<file path="src/rtl/adc_spi_master.sv">
// SPI mode-0 master for the AD9434 3-wire configuration port (SCLK/CSB/SDIO).
// Shifts one 24-bit frame MSB-first; reads turn SDIO around for the trailing byte.

`timescale 1ns / 1ps

module adc_spi_master #(
  parameter int unsigned MOSI_DATA_WIDTH = 24,
  parameter int unsigned MISO_DATA_WIDTH = 8,
  parameter int unsigned CLK_DIV         = 4
) (
  input  logic                       clk,
  input  logic                       rst_n,
  input  logic                       i_spi_wr_cmd,
  input  logic                       i_spi_rd_cmd,
  input  logic [MOSI_DATA_WIDTH-1:0] i_spi_wr_data,
  output logic [MISO_DATA_WIDTH-1:0] o_spi_rd_data,
  output logic                       o_spi_busy,
  output logic                       o_spi_done,
  output logic                       o_sclk,
  output logic                       o_csb,
  output logic                       o_sdio_o,
  output logic                       o_sdio_oe,
  input  logic                       i_sdio_i
);

  localparam logic [7:0] DivLast    = 8'(CLK_DIV - 1);
  localparam logic [4:0] BitLast    = 5'(MOSI_DATA_WIDTH - 1);
  localparam logic [4:0] BitRdFirst = 5'(MOSI_DATA_WIDTH - MISO_DATA_WIDTH);
  localparam logic [4:0] BitTurn    = 5'(MOSI_DATA_WIDTH - MISO_DATA_WIDTH - 1);

  typedef enum logic [2:0] {
    StIdle,
    StSetup,
    StShiftHi,
    StShiftLo,
    StGap
  } state_e;

  state_e                     state_q, state_d;
  logic [7:0]                 div_q, div_d;
  logic [4:0]                 bit_q, bit_d;
  logic [MOSI_DATA_WIDTH-1:0] shift_q, shift_d;
  logic                       is_rd_q, is_rd_d;
  logic [MISO_DATA_WIDTH-1:0] rd_shift_q, rd_shift_d;
  logic [MISO_DATA_WIDTH-1:0] rd_data_q, rd_data_d;
  logic [1:0]                 rst_sync_q, rst_sync_d;

  logic div_end;
  logic accept;
  logic frame_done;
  logic csb_active;

  assign div_end    = (div_q == DivLast);
  // Commands are held off until the synchronized reset release completes.
  assign accept     = (state_q == StIdle) && rst_sync_q[1] && (i_spi_wr_cmd || i_spi_rd_cmd);
  assign frame_done = (state_q == StGap) && div_end;
  assign csb_active = (state_q == StSetup) || (state_q == StShiftHi) || (state_q == StShiftLo);

  // State register and datapath flops.
  always_ff @(posedge clk or negedge rst_n) begin
    if (!rst_n) begin
      state_q    <= StIdle;
      div_q      <= '0;
      bit_q      <= '0;
      shift_q    <= '0;
      is_rd_q    <= 1'b0;
      rd_shift_q <= '0;
      rd_data_q  <= '0;
      rst_sync_q <= '0;
    end else begin
      state_q    <= state_d;
      div_q      <= div_d;
      bit_q      <= bit_d;
      shift_q    <= shift_d;
      is_rd_q    <= is_rd_d;
      rd_shift_q <= rd_shift_d;
      rd_data_q  <= rd_data_d;
      rst_sync_q <= rst_sync_d;
    end
  end

  // Next-state logic.
  always_comb begin
    state_d = state_q;
    unique case (state_q)
      StIdle: begin
        if (accept) state_d = StSetup;
      end
      StSetup: begin
        if (div_end) state_d = StShiftHi;
      end
      StShiftHi: begin
        if (div_end) state_d = StShiftLo;
      end
      StShiftLo: begin
        if (div_end) state_d = (bit_q == BitLast) ? StGap : StShiftHi;
      end
      StGap: begin
        if (div_end) state_d = StIdle;
      end
      default: state_d = StIdle;
    endcase
  end

  // Datapath next-state: divider, bit counter, shift registers.
  always_comb begin
    rst_sync_d = {rst_sync_q[0], 1'b1};

    div_d = div_q + 8'd1;
    if ((state_q == StIdle) || div_end) div_d = '0;

    bit_d = bit_q;
    if (accept) begin
      bit_d = '0;
    end else if ((state_q == StShiftLo) && div_end && (bit_q != BitLast)) begin
      bit_d = bit_q + 5'd1;
    end

    // Shifting at the end of SHIFT_HI makes the next bit appear on SHIFT_LO entry.
    shift_d = shift_q;
    if (accept) begin
      shift_d = i_spi_wr_data;
    end else if ((state_q == StShiftHi) && div_end) begin
      shift_d = {shift_q[MOSI_DATA_WIDTH-2:0], 1'b0};
    end

    is_rd_d = is_rd_q;
    if (accept) is_rd_d = i_spi_rd_cmd;

    rd_shift_d = rd_shift_q;
    if ((state_q == StShiftHi) && (div_q == 8'd0) && is_rd_q && (bit_q >= BitRdFirst)) begin
      rd_shift_d = {rd_shift_q[MISO_DATA_WIDTH-2:0], i_sdio_i};
    end

    rd_data_d = rd_data_q;
    if (frame_done && is_rd_q) rd_data_d = rd_shift_q;
  end

  // Outputs decoded from state so reset forces them idle without waiting for clk.
  always_comb begin
    o_spi_busy = (state_q != StIdle);
    o_spi_done = frame_done;
    o_csb      = !csb_active;
    o_sclk     = (state_q == StShiftHi);
    o_sdio_o   = csb_active ? shift_q[MOSI_DATA_WIDTH-1] : 1'b0;
    o_sdio_oe  = csb_active;
    if (is_rd_q && ((bit_q > BitTurn) || ((bit_q == BitTurn) && (state_q == StShiftLo)))) begin
      o_sdio_oe = 1'b0;
    end
    // Bypass lets the new byte be seen in the done cycle itself.
    o_spi_rd_data = (frame_done && is_rd_q) ? rd_shift_q : rd_data_q;
  end

endmodule

</file>
<file path="config.mk">
export PLATFORM = sky130hd
export DESIGN_NAME = adc_spi_master
export DESIGN_NICKNAME = d
export VERILOG_FILES = /design/src/rtl/adc_spi_master.sv
export SDC_FILE = /design/constraint.sdc
export NUM_CORES = 1
export LEC_CHECK = 0
export CAP_MARGIN = 5
export CORE_ASPECT_RATIO = 1.75
export CORE_MARGIN = 3
export CORE_UTILIZATION = 47
export DETAILED_ROUTE_END_ITERATION = 8
export PLACE_DENSITY = 0.8
export SETUP_SLACK_MARGIN = 0.5
export SLEW_MARGIN = 10
export SYNTH_ARGS = -nofsm -noshare
export SYNTH_HDL_FRONTEND = slang
export SYNTH_SLANG_ARGS = --single-unit
</file>
<file path="constraint.sdc">
create_clock -name clk -period 2.6 [get_ports clk]
set_clock_uncertainty 0.05 [all_clocks]
set_input_delay 0.39 -clock clk [delete_from_list [all_inputs] [get_ports clk]]
set_output_delay 0.39 -clock clk [all_outputs]
set_load 0.02 [all_outputs]
</file>
-- Yosys cells after proc, flatten, opt, wreduce, memory -nomap -nowiden
Index checks and enable logic that the tools add are counted.
- logic and storage cells: 64
- flip-flop bits (word level): 59
- $lt $le $gt $ge: 2
- multiplexer cells: 15
- reduce and logical (&&, ||, !) cells: 24
- eq/ne operators: 13
- $add $sub $neg: 2
- operator list (cell ; number):
    24-bit 2-to-1 mux ; 2
    3-bit 2-to-1 mux ; 6
    8-bit 2-to-1 mux ; 2
    3-bit case mux with 5 select lines ; 1
    1-bit logical AND ; 12
    5-bit 2-to-1 mux ; 2
    8-bit by 1-bit adder with 8-bit output, second input constant ; 1
    8-bit by 2-bit equality test with 1-bit output, second input constant ; 1
    8-bit zero test ; 1
    2-bit != test, second input constant ; 4
    3-bit by 2-bit equality test with 1-bit output, second input constant ; 2
    5-bit by 1-bit adder with 5-bit output, second input constant ; 1
    5-bit by 4-bit equality test with 1-bit output, second input constant ; 1
    5-bit equality test, second input constant ; 1
    5-bit >= comparator, second input constant ; 1
    5-bit by 4-bit greater-than comparator with 1-bit output, second input constant ; 1
    1-bit logical OR ; 5
    5-bit != test, second input constant ; 1
    5-bit AND reduction ; 1
    2-bit nonzero test ; 2
    3-bit by 1-bit equality test with 1-bit output, second input constant ; 1
    3-bit equality test, second input constant ; 1
    3-bit zero test ; 1
    3-bit nonzero test ; 1
    3 further kinds ; 4

-- Longest topological paths before layout
- word-level depth: 5
- gate-level depth with buffers: 6

-- Worst setup path after synthesis
Ideal clock, no wire load.
- kind: register -> output
- start: register div_q[0]
- end: output o_spi_rd_data[0]
- path slack: 0.501 ns
- cell stages (with the launch flop): 7
- buffers on the path: 1
- data required time: 2.160 ns
- arrival: 1.659 ns
- cells stage by stage: dfrtp_1 -> ha_1 -> nor3b_2 -> and2_1 -> buf_4 -> nand4_4 -> mux2_2
- word-level cells in the longest chain between the ends: 4
- ends and longest elaborated chain (what ; line ; source):
    from (decl) ; 40 ; logic [7:0] div_q, div_d;
    from (signal assigned) ; 72 ; div_q <= div_d;
    8-bit by 2-bit equality test with 1-bit output ; 53 ; assign div_end = (div_q == DivLast);
    1-bit logical AND ; 56 ; assign frame_done = (state_q == StGap) && div_end;
    1-bit logical AND ; 151 ; o_spi_rd_data = (frame_done && is_rd_q) ? rd_shift_q : rd_data_q;
    8-bit 2-to-1 mux ; -- ;
    to (decl) ; 16 ; output logic [MISO_DATA_WIDTH-1:0] o_spi_rd_data,
Every way passes these cells.

-- Final worst setup path
- start: register div_q[0]
- end: output o_spi_rd_data[4]
The elaborated chain is that of the path after synthesis.

==> qor.txt <==
Via density -> 5.23
DRT Pass-1 Iters -> 4
Reg power frac -> 38.3%
Root Driver -> clkbuf_8
Comb pwr share -> 38.6%
Congestion Overflow GR -> 0
All-Layer GR Usage -> 18.8%
Via Count -> 1983
Synth Warn # -> 0
Core area -> 5930 um^2
Clock-pin slew on the worst setup and hold paths -> 60 ps
CP Capture Type -> output pin
Post-Place Cells -> 338
Most frequent cell after synthesis -> dfrtp_1
Slew Limit Fails -> 0
Crit path max fanout -> 5
Clock group share of total power -> 23.2%
CTS tree -> built
First DRT Iteration DRCs -> 78
H-tree levels -> 3
CTS Buf Count -> 9
Top Ports -> 43
Gp weighted congestion -> 0.853
Top post-synthesis cells by area -> dfrtp_1, mux2_2, mux2_4
Number of synthesized flops with an enable pin -> 0
First-pass GRT wire length -> 9850 um
Tcrit/Tclk final -> 96.3%
Antenna violations before repair -> 0
Endpoints failing hold -> 0
Diodes inserted -> 0
Share of post-route cells with drive strength above 1 -> 48.2%
Post-route cell area -> 3910 um^2
Hold WC Path Type -> register to register
Mapped Cells -> 217
Yosys reg bits -> 59
Final nets -> 329
TNS Setup -> 0 ps
Final Non-Filler Cells -> 379
# fillers -> 460
Async S/R FF share, synth -> 100%
Fin crit period -> 2500 ps
Unrepaired setup endpoints after global routing -> true
Largest net degree at the start of global routing -> 29
Worst-Skew Late Latency -> 340 ps
Syn nets -> 250
Post-synth top area cell -> dfrtp_1
Drt wl/cell -> 16.2 um
Syn avg cell area -> 13.3 um^2
Detailed placement HPWL -> 3900 um
CP Class -> register to output pin
Most common flop cell mapped by yosys -> dfrtp_1
Reg2Reg Depth -> 9
Sw frac -> 31.8%
Arrival time worst endpoint -> 2060 ps
Clock net sink count -> 59
DRC -> 0
Outcome -> finished, final reports clean
Post-synthesis sequential area ratio -> 51.2%
WP data required -> 2160 ps
Vias in the first global route -> 2101
Critical path startpoint category -> register
Post-synth top area share -> 51.2%
P_leak -> 1.88 nW
Chip height -> 110 um
Die W -> 65.2 um
Switching pwr -> 1.09 mW
Port bufs -> 42
Site row count -> 37
# setup viols final -> 0
Max Fclk -> 400 MHz
Final WL -> 6120 um
Post-DRT Antenna Nets -> 0
Synthesized cell area -> 2880 um^2
Most common library cells after synthesis -> dfrtp_1, mux2_2, nand3_1, nor2_1, inv_1
P_int -> 2.34 mW
Max IR drop VDD -> 0.518 mV
Initial Utilization -> 48.6%
PD cells -> 875 nW/um^2
Synth unique cells -> 40
Max Cap Viol -> 0
Placed instance area -> 3390 um^2
Worst Setup Slack, final -> 97.4 ps
WHS Path Cells -> 0
Clock tree buffer depth -> 2
Post-place setup slack -> 31.8 ps
Total Die Area -> 7140 um^2
Area growth, synth to finish -> 35.8%
==> worst max-delay path: stages (launching register included) <==
cell,delay (ps)
dfrtp_1,360
ha_2,200
nor3b_4,200
and2_4,190
nand4_4,150
buf_12,180
mux2_4,300
buf_6,130
==> power by group through the flow <==
stage / clock [mW] / combinational, mW / sequential (mW)
floorplan: 0 / 0.732 / 1.28
global placement: 0 / 0.958 / 1.31
detailed placement: 0 / 0.989 / 1.33
CTS: 0.815 / 1.14 / 1.29
global route: 0.850 / 1.42 / 1.34
finish: 0.794 / 1.32 / 1.31
==> flip-flops by register name, summed over array words and instances, names as in the netlist <==
register,cells
shift_q,24
div_q,8
rd_data_q,8
rd_shift_q,8
bit_q,5
state_q,3
rst_sync_q,2
is_rd_q,1
==> what timing repair did <==
item	in CTS	in global routing
pin swaps	5	7
hold buffers	1	0
buffers inserted	12	11
setup endpoints to repair	37	35
hold endpoints to repair	16	0
cloned	1	0
gates resized for setup	91	9
==> layout make-up <==
cell class	count	area [um^2]	share of cell area, %
inverter	9	33.8	0.863
clock inverter	1	5.00	0.128
tap	78	97.6	2.49
clock buffer	15	186	4.76
multi-input combinational	142	1400	35.8
sequential	59	1480	37.8
timing repair buffer	75	711	18.2
==> worst paths after layout <==
check                      slack (ps)           from          endpoint
setup / recovery                  100       div_q[0]  o_spi_rd_data[4]
hold / removal                    310  rst_sync_q[0]     rst_sync_q[1]
setup reg to reg                  560       div_q[0]       shift_q[18]
hold reg to reg                   310  rst_sync_q[0]     rst_sync_q[1]
max in group asynchronous        1360          rst_n          div_q[2]
min in group asynchronous         460          rst_n       shift_q[23]
==> cells by family after synthesis <==
group                      share of synthesized area, %
xor gates and xnor gates                           1.82
DFF                                                51.2
buffers and inverters                              3.82
muxes                                              25.2
and+or+nand+nor                                    11.4
AOI/OAI and AO/OA                                  4.65
adders and majority gates                          1.74
other                                             0.130
==> per-stage QoR <==
| stage | hold slack [ps] | utilization (%) | power [mW] |
|---|---|---|---|
| 3_3_place_gp | 284 | 57.1 | 2.27 |
| 6_report | 315 | 66.0 | 3.43 |
| 2_1_floorplan | 44.4 | - | 2.01 |
| 4_1_cts | 315 | 64.0 | 3.25 |
| 5_1_grt | 321 | 66.0 | 3.62 |
| 3_5_place_dp | 301 | 57.1 | 2.32 |
==> layer usage <==
| metal | up-vias | track usage, % | wire length [um] |
|---|---|---|---|
| li1 | 930 | - | - |
| met1 | 982 | 20.2 | 2360 |
| met2 | 48 | 31.3 | 3270 |
| met3 | 23 | 5.21 | 215 |
| met4 | 0 | 13.1 | 277 |
| met5 | - | 0 | 0 |
==> placed cells by master, fill, tap and decap left out, types with 3 or more instances in the layout <==
cell and count:
buf_12 3, mux2_4 16, a211oi_1 3, nand3_1 11, nor2_1 9, mux2_2 44, xor2_1 5, a21oi_1 4
o21ai_0 7, clkdlybuf4s50_1 27, clkbuf_8 13, inv_1 8, and3_1 4, buf_4 26, dfrtp_1 57, nand2_1 3
buf_6 13
No activity file was read; power rests on OpenSTA's default activity.
